**src/rtl/fnd_scan_if.sv**
```systemverilog
// Display-side bundle for fnd_scan_controller: value producer inputs and FND pin outputs.
interface fnd_scan_if #(
  parameter int DIGITS   = 4,
  parameter int BRIGHT_W = 4
);
  logic                  enable;
  logic                  update;
  logic [4*DIGITS-1:0]   value;
  logic [DIGITS-1:0]     dp_mask;
  logic                  lz_en;
  logic [BRIGHT_W-1:0]   brightness;
  logic [DIGITS-1:0]     com;
  logic [7:0]            seg_7;
  logic                  frame_done;

  modport master (
    output enable, update, value, dp_mask, lz_en, brightness,
    input  com, seg_7, frame_done
  );

  modport slave (
    input  enable, update, value, dp_mask, lz_en, brightness,
    output com, seg_7, frame_done
  );
endinterface

```
**src/rtl/fnd_scan_controller.sv**
```systemverilog
// Time-multiplexed common-anode 7-seg driver with double-buffered data,
// leading-zero suppression, PWM brightness and per-dwell anti-ghost blanking.
module fnd_scan_controller #(
  parameter int DIGITS       = 4,
  parameter int SCAN_CYCLES  = 100000,
  parameter int BLANK_CYCLES = 1000,
  parameter int BRIGHT_W     = 4
) (
  input  logic     clk,
  input  logic     reset_n,
  fnd_scan_if.slave bus
);

  localparam int T_W   = $clog2(SCAN_CYCLES);
  localparam int IDX_W = $clog2(DIGITS);

  localparam logic [T_W-1:0]   T_LAST     = T_W'(SCAN_CYCLES - 1);
  localparam logic [T_W-1:0]   T_PRE_LAST = T_W'(SCAN_CYCLES - 2);
  localparam logic [T_W-1:0]   T_SHOW     = T_W'(BLANK_CYCLES);
  localparam logic [IDX_W-1:0] IDX_LAST   = IDX_W'(DIGITS - 1);

  typedef enum logic [1:0] {
    IDLE  = 2'd0,
    BLANK = 2'd1,
    SHOW  = 2'd2
  } state_t;

  localparam state_t DWELL_START = (BLANK_CYCLES == 0) ? SHOW : BLANK;

  state_t              state_reg;
  logic [T_W-1:0]      t_reg;
  logic [T_W-1:0]      t_inc;
  logic [IDX_W-1:0]    idx_reg;
  logic [BRIGHT_W-1:0] pwm_reg;
  logic [DIGITS-1:0]   com_reg;
  logic [DIGITS-1:0]   com_next;
  logic [7:0]          seg_reg;
  logic [7:0]          seg_next;
  logic                frame_done_reg;

  logic [4*DIGITS-1:0] disp_value_reg;
  logic [DIGITS-1:0]   disp_dp_reg;
  logic                disp_lz_reg;
  logic [4*DIGITS-1:0] pend_value_reg;
  logic [DIGITS-1:0]   pend_dp_reg;
  logic                pend_lz_reg;
  logic                pend_valid_reg;

  logic [7:0]          glyph_dig [DIGITS];

  function automatic logic [7:0] hex_glyph(input logic [3:0] nib);
    logic [7:0] g;
    case (nib)
      4'h0: g = 8'b0000_0011;
      4'h1: g = 8'b1001_1111;
      4'h2: g = 8'b0010_0101;
      4'h3: g = 8'b0000_1101;
      4'h4: g = 8'b1001_1001;
      4'h5: g = 8'b0100_1001;
      4'h6: g = 8'b0100_0001;
      4'h7: g = 8'b0001_1111;
      4'h8: g = 8'b0000_0001;
      4'h9: g = 8'b0001_1001;
      4'hA: g = 8'b0001_0001;
      4'hB: g = 8'b1100_0001;
      4'hC: g = 8'b0110_0011;
      4'hD: g = 8'b1000_0101;
      4'hE: g = 8'b0110_0001;
      default: g = 8'b0111_0001;
    endcase
    return g;
  endfunction

  // Per-digit segment pattern; a digit is a leading zero when it and every higher nibble are zero.
  for (genvar gi = 0; gi < DIGITS; gi++) begin : g_digit
    logic [7:0] raw_glyph;
    logic       suppress;
    assign raw_glyph = hex_glyph(disp_value_reg[4*gi +: 4]);
    if (gi == 0) begin : g_lsd
      assign suppress = 1'b0;
    end else begin : g_upper
      assign suppress = disp_lz_reg && (disp_value_reg[4*DIGITS-1:4*gi] == '0);
    end
    assign glyph_dig[gi] = {(suppress ? 7'h7F : raw_glyph[7:1]), ~disp_dp_reg[gi]};
  end

  assign t_inc = t_reg + T_W'(1);

  always_comb begin
    com_next = '1;
    seg_next = 8'hFF;
    if (state_reg == SHOW) begin
      seg_next = glyph_dig[idx_reg];
      if (pwm_reg <= bus.brightness) begin
        com_next[idx_reg] = 1'b0;
      end
    end
  end

  always_ff @(posedge clk) begin
    if (!reset_n || !bus.enable) begin
      state_reg      <= IDLE;
      t_reg          <= '0;
      idx_reg        <= '0;
      pwm_reg        <= '0;
      com_reg        <= '1;
      seg_reg        <= 8'hFF;
      frame_done_reg <= 1'b0;
    end else begin
      com_reg        <= com_next;
      seg_reg        <= seg_next;
      // Registered so the pulse lands exactly on the last internal cycle of the frame.
      frame_done_reg <= (state_reg != IDLE) && (idx_reg == IDX_LAST) && (t_reg == T_PRE_LAST);
      case (state_reg)
        IDLE: begin
          state_reg <= DWELL_START;
          t_reg     <= '0;
          idx_reg   <= '0;
          pwm_reg   <= '0;
        end
        default: begin
          if (t_reg == T_LAST) begin
            t_reg     <= '0;
            idx_reg   <= (idx_reg == IDX_LAST) ? '0 : idx_reg + IDX_W'(1);
            state_reg <= DWELL_START;
            pwm_reg   <= '0;
          end else begin
            t_reg <= t_inc;
            if (t_inc == T_SHOW) begin
              state_reg <= SHOW;
              pwm_reg   <= '0;
            end else begin
              pwm_reg <= pwm_reg + BRIGHT_W'(1);
            end
          end
        end
      endcase
    end
  end

  // An update coinciding with frame end bypasses the pending buffer.
  always_ff @(posedge clk) begin
    if (!reset_n) begin
      disp_value_reg <= '0;
      disp_dp_reg    <= '0;
      disp_lz_reg    <= 1'b0;
      pend_value_reg <= '0;
      pend_dp_reg    <= '0;
      pend_lz_reg    <= 1'b0;
      pend_valid_reg <= 1'b0;
    end else if (bus.update && frame_done_reg) begin
      disp_value_reg <= bus.value;
      disp_dp_reg    <= bus.dp_mask;
      disp_lz_reg    <= bus.lz_en;
      pend_valid_reg <= 1'b0;
    end else if (bus.update) begin
      pend_value_reg <= bus.value;
      pend_dp_reg    <= bus.dp_mask;
      pend_lz_reg    <= bus.lz_en;
      pend_valid_reg <= 1'b1;
    end else if (frame_done_reg && pend_valid_reg) begin
      disp_value_reg <= pend_value_reg;
      disp_dp_reg    <= pend_dp_reg;
      disp_lz_reg    <= pend_lz_reg;
      pend_valid_reg <= 1'b0;
    end
  end

  assign bus.com        = com_reg;
  assign bus.seg_7      = seg_reg;
  assign bus.frame_done = frame_done_reg;

endmodule

```
**src/flat_wrapper.sv**
```systemverilog
// flat-port wrapper written by rule: the top's interface ports become plain ports
module fnd_scan_controller_flat 
#(
  parameter int DIGITS       = 4,
  parameter int SCAN_CYCLES  = 100000,
  parameter int BLANK_CYCLES = 1000,
  parameter int BRIGHT_W     = 4
)
  (clk, reset_n, bus_enable, bus_update, bus_value, bus_dp_mask, bus_lz_en, bus_brightness, bus_com, bus_seg_7, bus_frame_done);
  fnd_scan_if #(.DIGITS(DIGITS), .BRIGHT_W(BRIGHT_W)) bus_i ();
  input  logic clk;
  input  logic reset_n;
  input wire logic [$bits(bus_i.enable)-1:0] bus_enable;
  input wire logic [$bits(bus_i.update)-1:0] bus_update;
  input wire logic [$bits(bus_i.value)-1:0] bus_value;
  input wire logic [$bits(bus_i.dp_mask)-1:0] bus_dp_mask;
  input wire logic [$bits(bus_i.lz_en)-1:0] bus_lz_en;
  input wire logic [$bits(bus_i.brightness)-1:0] bus_brightness;
  output wire logic [$bits(bus_i.com)-1:0] bus_com;
  output wire logic [$bits(bus_i.seg_7)-1:0] bus_seg_7;
  output wire logic [$bits(bus_i.frame_done)-1:0] bus_frame_done;
  assign bus_i.enable = bus_enable;
  assign bus_i.update = bus_update;
  assign bus_i.value = bus_value;
  assign bus_i.dp_mask = bus_dp_mask;
  assign bus_i.lz_en = bus_lz_en;
  assign bus_i.brightness = bus_brightness;
  assign bus_com = bus_i.com;
  assign bus_seg_7 = bus_i.seg_7;
  assign bus_frame_done = bus_i.frame_done;
  fnd_scan_controller #(.DIGITS(DIGITS), .SCAN_CYCLES(SCAN_CYCLES), .BLANK_CYCLES(BLANK_CYCLES), .BRIGHT_W(BRIGHT_W)) u_core (.clk(clk), .reset_n(reset_n), .bus(bus_i));
endmodule
```
**config.mk**
```make
export PLATFORM = sky130hd
export DESIGN_NAME = fnd_scan_controller_flat
export DESIGN_NICKNAME = d
export VERILOG_FILES = /design/src/rtl/fnd_scan_if.sv /design/src/rtl/fnd_scan_controller.sv /design/src/flat_wrapper.sv
export SDC_FILE = /design/constraint.sdc
export NUM_CORES = 1
export LEC_CHECK = 0
export ABC_CLOCK_PERIOD_IN_PS = 2900
export BUFFER_PORTS_ARGS = -buffer_cell sky130_fd_sc_hd__buf_2
export CORE_ASPECT_RATIO = 1.5
export CORE_MARGIN = 10
export CORE_UTILIZATION = 61
export CTS_CLUSTER_DIAMETER = 120
export CTS_CLUSTER_SIZE = 16
export DETAILED_ROUTE_END_ITERATION = 10
export PLACE_DENSITY_LB_ADDON = 0.08
export SYNTH_ARGS = -nofsm -noshare
export SYNTH_HDL_FRONTEND = slang
export SYNTH_SLANG_ARGS = --single-unit
```
**constraint.sdc**
```tcl
create_clock -name clk -period 2.9 [get_ports clk]
set_input_delay 0.145 -clock clk [delete_from_list [all_inputs] [get_ports clk]]
set_output_delay 0.145 -clock clk [all_outputs]
set_load 0.02 [all_outputs]
```
==> out/metrics.yaml <==
global_route:
  grtUsageTotal: 0.189
  antenna_found_initial: 0
  grt_first_pass_wirelength_mm: 22.2
  gr-total-overflow: 0
  grt_pass1_vias: 4869
  grt_max_degree: 39
cts:
  clkTransAtPathRegs_ps: 70
  clk_latency_ps: 340
  ctsResizeCount: 0
  cts-root-buf: "clkbuf_16"
  clockBufferDepth: 2
  postCtsSetupRepairBufs: 0
  cts_max_level: 3
  numCtsBuffers: 9
  cts_tree: "done"
  cts_sinks: 109
  hold_buffers: 0
synth:
  postSynthCellCount: 695
  synth_top_area_cell: "dfxtp_1"
  yosys_warnings: 0
  synth-edff-count: 0
  synth.distinct_cells: 62
  async_flop_share: 0
  seq_area_frac_synth: 0.376
  synth_top_area_share: 0.376
  ys_ff_latch: 109
  synth_flop_cell: "dfxtp_1"
  netlist_top_cells_area: "dfxtp_1 (38%), ha_1 (7.8%), nand2_1 (5.6%)"
  synth_area_sq_mm: 0.00580
  syn_nets: 760
  syn_avg_cell_area_sq_um: 8.35
placement:
  numPortBuffers: 41
  place_hpwl_mm: 9.93
  placed_cells: 826
  globalplace.congestion: 0.898
critical_path:
  startpoint_type: "flop"
  end_kind: "flop"
  crit_arrival_ps: 2820
  crit_required_ps: 3120
  path_class: "reg -> reg"
  r2r_cells: 7
  crit_fanout: 9
pwr:
  combPwrFrac: 0.040
  p_int_uw: 2330
  power_uw: 2940
  seq_power_share: 0.518
  switching_share: 0.207
  worst_ir_drop_vdd_mv: 0.379
  total_leakage_power_uw: 0.00247
  p_per_area_mw_per_mm2: 456
  power_frac_clock: 0.442
  p_switching_uw: 607
status:
  status: "finished, final reports clean"
cells_and_area:
  final_nets: 790
  instances_no_fill: 840
  n_antenna_cell: 0
  largest_reg_flops: 28
  utilization: 0.696
  drive_gt1_frac: 0.129
  nFillCells: 781
  areaGrowthSynthToFinish_pct: 11.1
  final_cell_mix: "dfxtp_1 (109), nand2_1 (87), nor2_1 (48), buf_2 (41), a21oi_1 (40)"
  final_common_cell: "dfxtp_1"
sta:
  post-route-min-period_ps: 2600
  skew_ps: 8.42
  rsz0062_at_grt: "false"
  fmax_mhz: 385
  fin_crit_sh: 0.895
  worstMarginPinSlew_ps: 801
  setup_violations: 0
  tns_ps: 0
  final-hold-violation-count: 0
  slew-limit-headroom: 0.466
  report.final.slew_viol_count: 0
detailed_routing:
  drt_iter0_drc: 327
  wl_per_cell_um: 15.6
  wl_mm: 13.1
  dr.pass1.iters: 5
  vias_per_cell: 5.90
  drc: 0
  vias: 4955
  ant_nets: 0
floorplan:
  die_x_um: 99.6
  core_sq_mm: 0.00925
  dieArea_sq_mm: 0.0139
  fp.dieH_um: 139
  io_pins: 42
  num_rows: 43
  start_util: 0.627
job:
  cap_violations: 0
hold_path:
  holdCritPathClass: "in -> reg"
  min_path_cells: 3
[critical path, cell delays in order (launching register included)]
cell      delay, ps
dfxtp_1         430
ha_1            390
nand3_4         160
or4_1           560
o311a_1         150
or4b_1          520
nor4_2          150
a311oi_1        110
[logic make-up (layout without fill, tap and decap cells)]
logic type / Yosys count / count (layout) / share of synthesized area
multiplexers: 11 / 11 / 0.0211
flip-flops: 109 / 109 / 0.376
XOR/XNOR: 18 / 18 / 0.0272
adder cells (fa/ha/maj): 36 / 36 / 0.0777
AND/OR/NAND/NOR: 255 / 255 / 0.223
buffers and inverters: 75 / 108 / 0.0524
AO/OA/AOI/OAI: 191 / 191 / 0.222
[per-layer routing]
| layer | part of all wire | global-route usage | vias up |
|---|---|---|---|
| met5 | 0 | 0 | - |
| met4 | 0.015 | 0.0689 | 0 |
| met3 | 0.032 | 0.0342 | 15 |
| met2 | 0.53 | 0.343 | 96 |
| met1 | 0.42 | 0.210 | 2334 |
| li1 | - | - | 2510 |
[final timing paths]
check,from,end,slack (ps)
setup / recovery,u_core.t_reg[0],u_core.state_reg[0],300
hold / removal,bus_dp_mask[2],u_core.pend_dp_reg[2],50
setup reg to reg,u_core.t_reg[0],u_core.state_reg[0],300
hold reg to reg,u_core.pend_value_reg[0],u_core.pend_value_reg[0],460
[stage by stage]
stage / setup WS [ps] / area, sq um / hold WS, ps
2_1_floorplan: 282 / 5800 / 290
3_3_place_gp: 385 / 6130 / 408
3_5_place_dp: 327 / 6130 / 414
4_1_cts: 318 / 6440 / 49.4
5_1_grt: 141 / 6440 / 67.0
6_report: 304 / 6440 / 53.3
[power groups by stage]
stage | Sequential, uW | Combinational [uW] | Clock (uW)
2_1_floorplan | 1560 | 71.4 | 0
4_1_cts | 1520 | 118 | 1320
3_5_place_dp | 1560 | 118 | 0
5_1_grt | 1520 | 133 | 1380
3_3_place_gp | 1560 | 114 | 0
6_report | 1520 | 117 | 1300
[cell type report]
type                       instances  area [sq um]  share of cell area
multi-input combinational        511          3310               0.514
clock buffer                      10           239              0.0371
clock inverter                     4          73.8              0.0115
sequential                       109          2180               0.339
inverter                          29           109              0.0169
tap                              112           140              0.0217
timing repair buffer              65           385              0.0598
[cells in the mapped netlist (2+ instances only)]
| master | number |
|---|---|
| a211oi_1 | 3 |
| a21boi_0 | 25 |
| a21o_1 | 2 |
| a21oi_1 | 40 |
| a221o_1 | 7 |
| a221oi_1 | 3 |
| a221oi_2 | 4 |
| a22o_1 | 3 |
| a2bb2oi_1 | 2 |
| and2_1 | 24 |
| and3_1 | 7 |
| buf_1 | 2 |
| buf_2 | 9 |
| buf_4 | 3 |
| clkbuf_1 | 32 |
| dfxtp_1 | 109 |
| ha_1 | 36 |
| inv_1 | 27 |
| mux2i_1 | 10 |
| nand2_1 | 87 |
| nand2b_1 | 10 |
| nand3_1 | 20 |
| nand3b_1 | 10 |
| nand4_1 | 5 |
| nor2_1 | 48 |
| nor2b_1 | 3 |
| nor3_1 | 14 |
| nor3b_1 | 2 |
| nor4_1 | 6 |
| nor4_2 | 2 |
| o211ai_1 | 13 |
| o21a_1 | 7 |
| o21ai_0 | 34 |
| o21ai_1 | 3 |
| o22a_1 | 7 |
| o22ai_1 | 25 |
| o31ai_1 | 5 |
| or2_2 | 2 |
| or3_1 | 3 |
| or4_1 | 3 |
| xnor2_1 | 13 |
| xor2_1 | 5 |
No activity file was read; power rests on OpenSTA's default activity.
